[src/rtl/fir_pkg.sv]
// Shared definitions for the FIR tap-product accumulator.
//   fir_state_e          : sequencer states (IDLE, ADD_LO, ADD_HI, OUT)
//   ADD_W_DEF, NTAPS_DEF : default shared-adder width and taps per sample
//   SAT_POS, SAT_NEG     : 32-bit clamp values used when FIR_ACC_SAT_EN is defined
package fir_pkg;

  localparam int unsigned ADD_W_DEF = 16;
  localparam int unsigned NTAPS_DEF = 8;

  localparam logic [31:0] SAT_POS = 32'h7FFF_FFFF;
  localparam logic [31:0] SAT_NEG = 32'h8000_0000;

  typedef enum logic [1:0] {
    IDLE   = 2'd0,
    ADD_LO = 2'd1,
    ADD_HI = 2'd2,
    OUT    = 2'd3
  } fir_state_e;

endpackage

[src/rtl/fir_acc_sequencer.sv]
// fir_acc_sequencer
//   Accumulates NTAPS signed (2*ADD_W)-bit tap products into one output sample
//   by sequencing an external, combinational ADD_W-bit adder: every product
//   takes one pass for the low half and one for the high half with the carry.
//   Optional macro FIR_ACC_SAT_EN: clamp the accumulator on signed overflow
//   instead of wrapping (OUT_OVF is raised either way).
// Ports
//   CLK, RST_N                  clock, synchronous active-low reset
//   PROD_VALID/PROD_READY/PROD  tap-product input handshake
//   OUT_VALID/OUT_READY         output sample handshake
//   OUT_DATA, OUT_OVF           accumulated sample and its overflow flag
//   BUSY                        high unless idle with no partial accumulation
//   ADD_A, ADD_B, ADD_CIN       operands driven to the shared adder
//   ADD_Y, ADD_COUT             sum and carry returned by the shared adder
module fir_acc_sequencer
  import fir_pkg::*;
#(
  parameter int unsigned NTAPS = NTAPS_DEF,
  parameter int unsigned ADD_W = ADD_W_DEF
) (
  input  logic               CLK,
  input  logic               RST_N,
  input  logic               PROD_VALID,
  output logic               PROD_READY,
  input  logic [2*ADD_W-1:0] PROD,
  output logic               OUT_VALID,
  input  logic               OUT_READY,
  output logic [2*ADD_W-1:0] OUT_DATA,
  output logic               OUT_OVF,
  output logic               BUSY,
  output logic [ADD_W-1:0]   ADD_A,
  output logic [ADD_W-1:0]   ADD_B,
  output logic               ADD_CIN,
  input  logic [ADD_W-1:0]   ADD_Y,
  input  logic               ADD_COUT
);

  localparam int unsigned DW = 2 * ADD_W;
  localparam int unsigned CW = $clog2(NTAPS);
  localparam logic [CW-1:0] LAST_TAP = CW'(NTAPS - 1);

  fir_state_e      state;
  logic [DW-1:0]   acc;
  logic [DW-1:0]   prod_q;
  logic            carry_q;
  logic [CW-1:0]   count;
  logic            ovf;

  logic            prod_ready_q;
  logic            out_valid_q;
  logic [DW-1:0]   out_data_q;
  logic            out_ovf_q;

  logic            hi_ovf;
  logic [DW-1:0]   acc_next;

  // Overflow is judged on the high-half pass: same operand signs, different result sign.
  always_comb begin
    hi_ovf   = (acc[DW-1] == prod_q[DW-1]) && (ADD_Y[ADD_W-1] != acc[DW-1]);
    acc_next = {ADD_Y, acc[ADD_W-1:0]};
`ifdef FIR_ACC_SAT_EN
    if (hi_ovf) begin
      acc_next = acc[DW-1] ? SAT_NEG : SAT_POS;
    end
`endif
  end

  // Operands are a pure decode of registered state, so the adder sees stable inputs all cycle.
  always_comb begin
    ADD_A   = '0;
    ADD_B   = '0;
    ADD_CIN = 1'b0;
    unique case (state)
      ADD_LO: begin
        ADD_A = acc[ADD_W-1:0];
        ADD_B = prod_q[ADD_W-1:0];
      end
      ADD_HI: begin
        ADD_A   = acc[DW-1:ADD_W];
        ADD_B   = prod_q[DW-1:ADD_W];
        ADD_CIN = carry_q;
      end
      default: ;
    endcase
  end

  always_ff @(posedge CLK) begin
    if (!RST_N) begin
      state        <= IDLE;
      acc          <= '0;
      prod_q       <= '0;
      carry_q      <= 1'b0;
      count        <= '0;
      ovf          <= 1'b0;
      prod_ready_q <= 1'b1;
      out_valid_q  <= 1'b0;
      out_data_q   <= '0;
      out_ovf_q    <= 1'b0;
    end else begin
      unique case (state)
        IDLE: begin
          if (PROD_VALID) begin
            prod_q       <= PROD;
            prod_ready_q <= 1'b0;
            state        <= ADD_LO;
          end
        end
        ADD_LO: begin
          acc[ADD_W-1:0] <= ADD_Y;
          carry_q        <= ADD_COUT;
          state          <= ADD_HI;
        end
        ADD_HI: begin
          acc     <= acc_next;
          ovf     <= ovf | hi_ovf;
          carry_q <= 1'b0;
          if (count == LAST_TAP) begin
            count       <= '0;
            out_valid_q <= 1'b1;
            out_data_q  <= acc_next;
            out_ovf_q   <= ovf | hi_ovf;
            state       <= OUT;
          end else begin
            count        <= count + 1'b1;
            prod_ready_q <= 1'b1;
            state        <= IDLE;
          end
        end
        OUT: begin
          if (OUT_READY) begin
            acc          <= '0;
            ovf          <= 1'b0;
            out_valid_q  <= 1'b0;
            out_data_q   <= '0;
            out_ovf_q    <= 1'b0;
            prod_ready_q <= 1'b1;
            state        <= IDLE;
          end
        end
        default: state <= IDLE;
      endcase
    end
  end

  assign PROD_READY = prod_ready_q;
  assign OUT_VALID  = out_valid_q;
  assign OUT_DATA   = out_data_q;
  assign OUT_OVF    = out_ovf_q;
  assign BUSY       = !((state == IDLE) && (count == '0));

endmodule

[config.mk]
export PLATFORM = sky130hd
export DESIGN_NAME = fir_acc_sequencer
export DESIGN_NICKNAME = d
export VERILOG_FILES = /design/src/rtl/fir_pkg.sv /design/src/rtl/fir_acc_sequencer.sv
export SDC_FILE = /design/constraint.sdc
export NUM_CORES = 1
export LEC_CHECK = 0
export CORE_MARGIN = 1
export CORE_UTILIZATION = 51
export CTS_CLUSTER_DIAMETER = 40
export DETAILED_ROUTE_END_ITERATION = 7
export MAX_ROUTING_LAYER = met4
export PLACE_DENSITY = 0.84
export SYNTH_ARGS = -nofsm -noshare
export SYNTH_HDL_FRONTEND = slang
export SYNTH_SLANG_ARGS = --single-unit
[constraint.sdc]
create_clock -name CLK -period 2.7 [get_ports CLK]
set_input_delay 0.27 -clock CLK [delete_from_list [all_inputs] [get_ports CLK]]
set_output_delay 0.27 -clock CLK [all_outputs]
set_load 0.02 [all_outputs]
## After elaboration in Yosys (flattened, before gate mapping)

Index checks and enable logic that the tools add are counted.

| word-level totals | value |
|---|---|
| output and inout port bits | 69 |
| input bits | 53 |
| bits in latches | 0 |
| memories kept | 0 |
| word-level logic and storage cells | 62 |
| bits in read-only memories | 0 |
| register bits after elaboration | 106 |
| RAM bits | 0 |

| operators by class | value |
|---|---|
| shift-type cells | 0 |
| mux-type cells | 24 |
| $lt $le $gt $ge | 0 |
| bitwise logic cells | 1 |
| div/mod/pow operators | 0 |
| multiply operators | 0 |
| equal/unequal tests | 10 |
| reduce and logical (&&, ||, !) cells | 15 |
| add/sub/neg operators | 1 |

Operators with widths:

| operator | count |
|---|---|
| 16-bit case mux with 2 select lines | 4 |
| 32-bit 2-to-1 mux | 2 |
| 32-bit case mux with 2 select lines | 1 |
| 2-bit != test (second input constant) | 4 |
| 1-bit case mux with 2 select lines | 4 |
| 2-bit case mux with 4 select lines | 1 |
| 2-bit AND reduction | 4 |
| 1-bit 2-to-1 mux | 7 |
| 2-bit 2-to-1 mux | 3 |
| 2-bit nonzero test | 3 |
| 2-bit == test (second input constant) | 2 |
| 4-bit AND reduction | 1 |
| 3-bit by 1-bit adder with 3-bit output (second input constant) | 1 |
| 3-bit == test (second input constant) | 1 |
| 3-bit logical NOT | 1 |
| 3-bit 2-to-1 mux | 1 |
| 1-bit case mux with 3 select lines | 1 |
| 3-bit AND reduction | 1 |
| 3-bit nonzero test | 1 |
| 2-bit by 1-bit == test with 1-bit output (second input constant) | 1 |
| 1-bit logical AND | 2 |
| 2-bit logical NOT | 1 |
| 1-bit == test | 1 |
| 1-bit logical NOT | 1 |
| other kinds (2) | 2 |

## Longest topological paths before layout

Gate-level depths: netlist of run 1.

| depth | value |
|---|---|
| depth in word-level cells | 5 |
| depth in mapped cells | 8 |
| gate-level depth less buffers | 5 |

## Least setup slack after synthesis of run 1

OpenSTA, ideal clock, no wires.

| timing | value |
|---|---|
| path type | reg2out |
| start | register state[0] |
| end | output port ADD_B[10] |
| cell stages (with the launch flop) | 7 |
| buffers on the path | 2 |
| arrival time | 1.644 ns |
| path slack | 0.786 ns |
| path through | dfxtp_1 -> inv_1 -> ha_1 -> clkbuf_1 -> buf_1 -> a22oi_1 -> nor2b_1 |

| between the ends | value |
|---|---|
| word-level cells in the longest chain between the ends | 2 |
| elaborated cells between the ends (all ways) | 3 |

Ends and longest elaborated chain:

| element | RTL line | text |
|---|---|---|
| start, declared | fir_acc_sequencer.sv:42 | `fir_state_e state;` |
| start signal, assigned | fir_acc_sequencer.sv:89 | `state <= IDLE;` |
| start signal, assigned | fir_acc_sequencer.sv:105 | `state <= ADD_LO;` |
| start signal, assigned | fir_acc_sequencer.sv:111 | `state <= ADD_HI;` |
| 2-bit == test or 2-bit by 1-bit == test with 1-bit output (tied branches) | fir_acc_sequencer.sv:73 | `unique case (state)` |
| 16-bit case mux with 2 select lines * | fir_acc_sequencer.sv:73 |  |
| end, declared | fir_acc_sequencer.sv:32 | `output logic [ADD_W-1:0] ADD_B,` |

Mark *: on every way between the ends. The rest lies on a longest branch, timed or not.

## Worst setup path in the final report of run 1

| timing | value |
|---|---|
| start | register state[0] |
| end | output port ADD_A[4] |

| between the ends | value |
|---|---|
| word-level cells in the longest chain between the ends | 2 |
| elaborated cells between the ends (all ways) | 3 |

Ends and longest elaborated chain:

| element | RTL line | text |
|---|---|---|
| 2-bit == test or 2-bit by 1-bit == test with 1-bit output (tied branches) | fir_acc_sequencer.sv:73 |  |
| 16-bit case mux with 2 select lines * | fir_acc_sequencer.sv:73 |  |
| end, declared | fir_acc_sequencer.sv:31 | `output logic [ADD_W-1:0] ADD_A,` |

Marks and branches as above.

==> run summary, run 1 <==
Slew @ Worst Pin: 0.8021 ns
Max Cap Viol: 0
Tightest Hold Check Type: in2reg
Layout Area Growth over Synthesis: 36.38%
area share of fa/ha/maj cells after synthesis: 2.572%
period utilization: 94.40%
CP endpoint kind: output pin
Syn Area/Cell: 8.791 um^2
Worst-path clk slew: 0.10 ns
Slew HR: 46.28%
Boundary Pins: 122
Arr. time, crit path: 2.28 ns
CP Data Required Time: 2.43 ns
syn nets: 560
drt pass-1 iters: 5
first-pass GRT wire length: 18790 um
Remaining Overflow, GRT: 0
H-tree depth: 3
share of cells above drive strength 1: 6.291%
post-synthesis cell count: 498
crit path time final: 2.549 ns
Hold Vio Cnt, Final: 0
Setup TNS: 0 ns
FF+latch count, synth: 106
startpoint types: flip-flop
Setup Skew: 0.01138 ns
wire length per cell: 17.02 um
clk_lat worst skew: 0.37 ns
crit path kind: reg2out
Synth Warn #: 0
num rows: 33
GPL Wtd Cong: 0.8480
initial core utilization: 53.02%
Worst Hold Depth: 3
Post-Synth XOR/XNOR Area: 0%
Die H: 94.65 um
HPWL after DPL: 8098 um
mux cell area share after synthesis: 1.143%
count of input and output buffers: 121
CTS tree: built
chip width: 94.65 um
antenna cells: 0
Max Root-Sink Buffers: 2
die area: 8959 um^2
CTS Buf Count: 9
Post-route DRC: 0
number of global-route vias before repair: 3760
Max IR drop VDD: 0.3377 mV
Routed WL: 12060 um
Placed Area: 5670 um^2
Core ar.: 8258 um^2
Reg2Reg Depth: 7
post-synthesis compound-gate area fraction: 23.44%
clock root cell: clkbuf_8
Pins Over Slew Limit: 0
# clock sinks: 106
design area: 5971 um^2
remaining antenna violation count after routing: 0
Final Setup Violations: 0
Highest Clock Rate: 0.3924 GHz
Seq/Total Area, Yosys: 48.47%
DR vias: 4140
most common cell after layout, fill and taps aside: clkdlybuf4s50_1
pwr dens: 628.0 nW/um^2
Worst Path Max Fanout: 17
GRT Total Usage: 27.74%
Layout Nets: 662
vias per inst: 5.839
P_leak: 2.194 nW
count of different cell masters after synthesis: 28
status: finished clean
largest family of logic cells by synthesized area: compound AO/OA/AOI/OAI gates
unrepaired setup endpoints after global routing: no
most frequent cells in the layout: clkdlybuf4s50_1, dfxtp_1, nand2_1, a22oi_1, a21oi_1
DR iter-0 viols: 307
Cell Area, Synth: 4378 um^2
initial antenna violation count: 0
Synth Area in Simple Gates: 19.35%
largest net degree at the start of global routing: 56
area by class of cell:
class,count,area (um^2)
clock buffers,11,151.4
clock inverters,4,98.84
fillers,642,2287
inverters,5,18.77
multi-input cells,341,2067
flip-flops and latches,106,2122
well taps,105,131.4
repair buffers,137,1381
sequential cells by signal, summed over array words and instances, names as in the netlist:
register / count
OUT_DATA: 32
OUT_OVF: 1
OUT_VALID: 1
PROD_READY: 1
acc: 32
carry_q: 1
count: 3
ovf: 1
prod_q: 32
state: 2
per-stage QoR:
step | hold slack, ns | util [%] | total power (W) | setup WS (ns) | cells
global placement | 0.4382 | 68.67 | 0.002516 | 0.3666 | 694
detailed placement | 0.4414 | 68.67 | 0.002546 | 0.2519 | 694
finish | 0.4376 | 72.30 | 0.003750 | 0.1513 | 709
global route | 0.4453 | 72.30 | 0.003891 | 0.03007 | 709
CTS | 0.4390 | 71.73 | 0.003714 | 0.01373 | 709
floorplan | 0.3462 | - | 0.002236 | 0.7864 | 498
path summary, 6_finish.rpt:
path | start | end | slack (ns)
worst max-delay path | state[0]$_SDFFE_PN0P_ | ADD_A[4] | 0.15
worst min-delay path | PROD[4] | prod_q[4]$_SDFFE_PN0P_ | 0.44
worst max register to register | state[0]$_SDFFE_PN0P_ | OUT_DATA[6]$_SDFFE_PN0P_ | 0.35
worst min register to register | OUT_VALID$_SDFFE_PN0P_ | OUT_VALID$_SDFFE_PN0P_ | 0.46
logic make-up after synthesis:
logic type      after synthesis
simple gates                171
compound gates              156
flops                       106
buf+inv                      51
fa+ha+maj                     9
mux                           5
where the power goes:
group          switching [W]  leakage (nW)  internal, W
Clock               0.000531         0.126     0.000664
Sequential         0.0000728         0.862      0.00166
Combinational       0.000456          1.21     0.000364
cell usage after synthesis:
library cell  instances  area share (%)
a21o_1                1            0.17
a21oi_1              50             5.7
a221o_1               1            0.23
a22o_1               18             3.6
a22oi_1              65              11
a31oi_1               2            0.29
and2_1                2            0.29
and3_1                1            0.14
buf_1                 6            0.51
buf_2                 5            0.57
buf_6                 3            0.77
clkbuf_1             32             2.7
dfxtp_1             106              48
ha_1                  9             2.6
inv_1                 5            0.43
mux2i_1               5             1.1
nand2_1              68             5.8
nand2b_1              3            0.43
nand3_1               1            0.11
nand3b_1              2            0.34
nand4b_1             15             3.0
nor2_1               37             3.2
nor2b_1              38             5.4
nor3_1                1            0.11
nor4_1                2            0.29
nor4b_1               1            0.20
o21a_1                2            0.34
o21ai_0              17             1.9
worst max-delay path, stage by stage, from the launching register on:
cell,delay [ns]
dfxtp_1,0.38
inv_2,0.15
ha_4,0.25
buf_4,0.26
a22oi_1,0.12
nor2b_1,0.15
clkdlybuf4s50_1,0.62
repair_timing:
action,4_1_cts,5_1_grt
gates cloned,0,0
hold buffers,0,0
buffers inserted,0,0
hold endpoints to repair,0,0
resized for setup,1,14
setup endpoints to repair,1,24
routing by layer:
| layer | track usage, % | part of all wire (%) | vias up |
|---|---|---|---|
| met3 | 4.589 | 6.1 | 16 |
| met5 | - | 0 | - |
| met4 | 7.955 | 1.5 | 0 |
| met2 | 41.67 | 47 | 179 |
| met1 | 38.36 | 45 | 1998 |
| li1 | - | - | 1947 |
Power figures use the tool's default switching activity.
==> run 2: changes to the inputs <==
--- a/config.mk
+++ b/config.mk
@@ -7,6 +7,7 @@
 export LEC_CHECK = 0
 export CORE_MARGIN = 1
 export CORE_UTILIZATION = 51
+export CTS_BUF_LIST = sky130_fd_sc_hd__clkbuf_16
 export CTS_CLUSTER_DIAMETER = 40
 export DETAILED_ROUTE_END_ITERATION = 7
 export MAX_ROUTING_LAYER = met4
==> run 2 against run 1 <==
Sequential power about the same. Cell count unchanged. Critical path depth stayed put. Setup slack worse by 0.064 ns. Non-clock buffer count did not move. Global-route usage is 0.53 points higher. Total power up 6.9%. Critical path type unchanged. Critical endpoint is now ADD_A[6]. Largest power group unchanged.
==> run summary, run 2 (synthesized netlist as in run 1, its figures left out) <==
M2 GR Usage: 43.29%
hold buffer count at CTS: 0
slowest CP cell: clkdlybuf4s50_1
P_leak: 2.136 nW
CP endpoint kind: output pin
DR vias: 4079
CP peak stage delay: 0.64 ns
crit path cell chain: inv_1, ha_1, buf_4, a22oi_1, nor2b_1, clkdlybuf4s50_1
crit path time final: 2.612 ns
grt met1 use: 38.02%
Slew HR: 48.94%
Hold Vio Cnt, Final: 0
GRT Total Usage: 28.28%
Slew @ Worst Pin: 0.7660 ns
GPL Wtd Cong: 0.8480
Die H: 94.65 um
Setup Skew: 0.005770 ns
CTS tree: built
Arr. time, crit path: 2.34 ns
Layout Area Growth over Synthesis: 37.87%
vias per inst: 5.753
Routed WL: 12200 um
Worst Path Max Fanout: 22
Tightest Hold Check Type: reg2reg
Core ar.: 8258 um^2
remaining antenna violation count after routing: 0
Max Root-Sink Buffers: 2
antenna cells: 0
Remaining Overflow, GRT: 0
period utilization: 96.75%
Worst Hold Depth: 1
Post-route DRC: 0
postcts setup bufs: 0
Layout Nets: 662
initial core utilization: 53.02%
initial antenna violation count: 0
H-tree depth: 3
CTS Buf Count: 9
Highest Clock Rate: 0.3828 GHz
num rows: 33
largest net degree at the start of global routing: 56
number of global-route vias before repair: 3820
chip width: 94.65 um
drt pass-1 iters: 5
Max Cap Viol: 0
share of cells above drive strength 1: 5.629%
clk_lat worst skew: 0.34 ns
busiest layer in global routing: met2
Pins Over Slew Limit: 0
wire length per cell: 17.20 um
most common cell after layout, fill and taps aside: clkdlybuf4s50_1
die area: 8959 um^2
count of input and output buffers: 121
# clock sinks: 106
crit path kind: reg2out
unrepaired setup endpoints after global routing: no
DR iter-0 viols: 349
Boundary Pins: 122
startpoint types: flip-flop
Reg2Reg Depth: 7
HPWL after DPL: 8098 um
post-cts resize count: 0
final cell utilization of the core: 73.09%
most frequent cells in the layout: clkdlybuf4s50_1, dfxtp_1, nand2_1, a22oi_1, a21oi_1
CP Data Required Time: 2.43 ns
Setup TNS: 0 ns
pwr dens: 664.3 nW/um^2
first-pass GRT wire length: 19130 um
Worst-path clk slew: 0.07 ns
Max IR drop VDD: 0.3744 mV
status: finished clean
grt met3 use: 4.992%
Final Setup Violations: 0
clock root cell: clkbuf_16
[run 2: through the flow]
step | worst slack, ns | power [W] | instances | area [um^2] | hold WS (ns)
final | 0.08764 | 0.004010 | 709 | 6036 | 0.4536
after floorplan | 0.7864 | 0.002236 | 498 | 4378 | 0.3462
after CTS | 0.03215 | 0.003987 | 709 | 6002 | 0.4578
after detailed placement | 0.2519 | 0.002546 | 694 | 5670 | 0.4414
after global routing | 0.006033 | 0.004152 | 709 | 6036 | 0.4764
after global placement | 0.3666 | 0.002516 | 694 | 5670 | 0.4382
[run 2: cell type report]
type | count | area [um^2]
fill | 624 | 2222
multi-input combinational | 341 | 2067
tap | 105 | 131.4
sequential | 106 | 2122
clock inverter | 6 | 106.4
clock buffer | 9 | 225.2
timing repair buffer | 137 | 1365
inverter | 5 | 18.77
[run 2: final timing paths]
kind / from / to / slack, ns
worst max-delay path: state[1]$_SDFFE_PN0P_ / ADD_A[6] / 0.09
worst min-delay path: OUT_VALID$_SDFFE_PN0P_ / OUT_VALID$_SDFFE_PN0P_ / 0.45
worst max register to register: state[0]$_SDFFE_PN0P_ / OUT_DATA[9]$_SDFFE_PN0P_ / 0.30
worst min register to register: OUT_VALID$_SDFFE_PN0P_ / OUT_VALID$_SDFFE_PN0P_ / 0.45
[run 2: layer usage]
metal | wire, um | up-vias
li1 | - | 1956
met1 | 5430 | 1944
met2 | 5844 | 159
met3 | 735 | 20
met4 | 187 | 0
met5 | 0 | -
[run 2: where the power goes]
part           internal [W]  switching, W
clock              0.000897      0.000562
combinational      0.000361      0.000453
sequential          0.00166     0.0000723
total               0.00292       0.00109
[run 2: critical path, delay by kind of cell (launching register included)]
kind	cells	cell delay, ns
AND/OR/NAND/NOR	1	0.21
flip-flops	1	0.36
adder cells (fa/ha/maj)	1	0.21
buffers and inverters	3	1.11
AO/OA/AOI/OAI	1	0.10
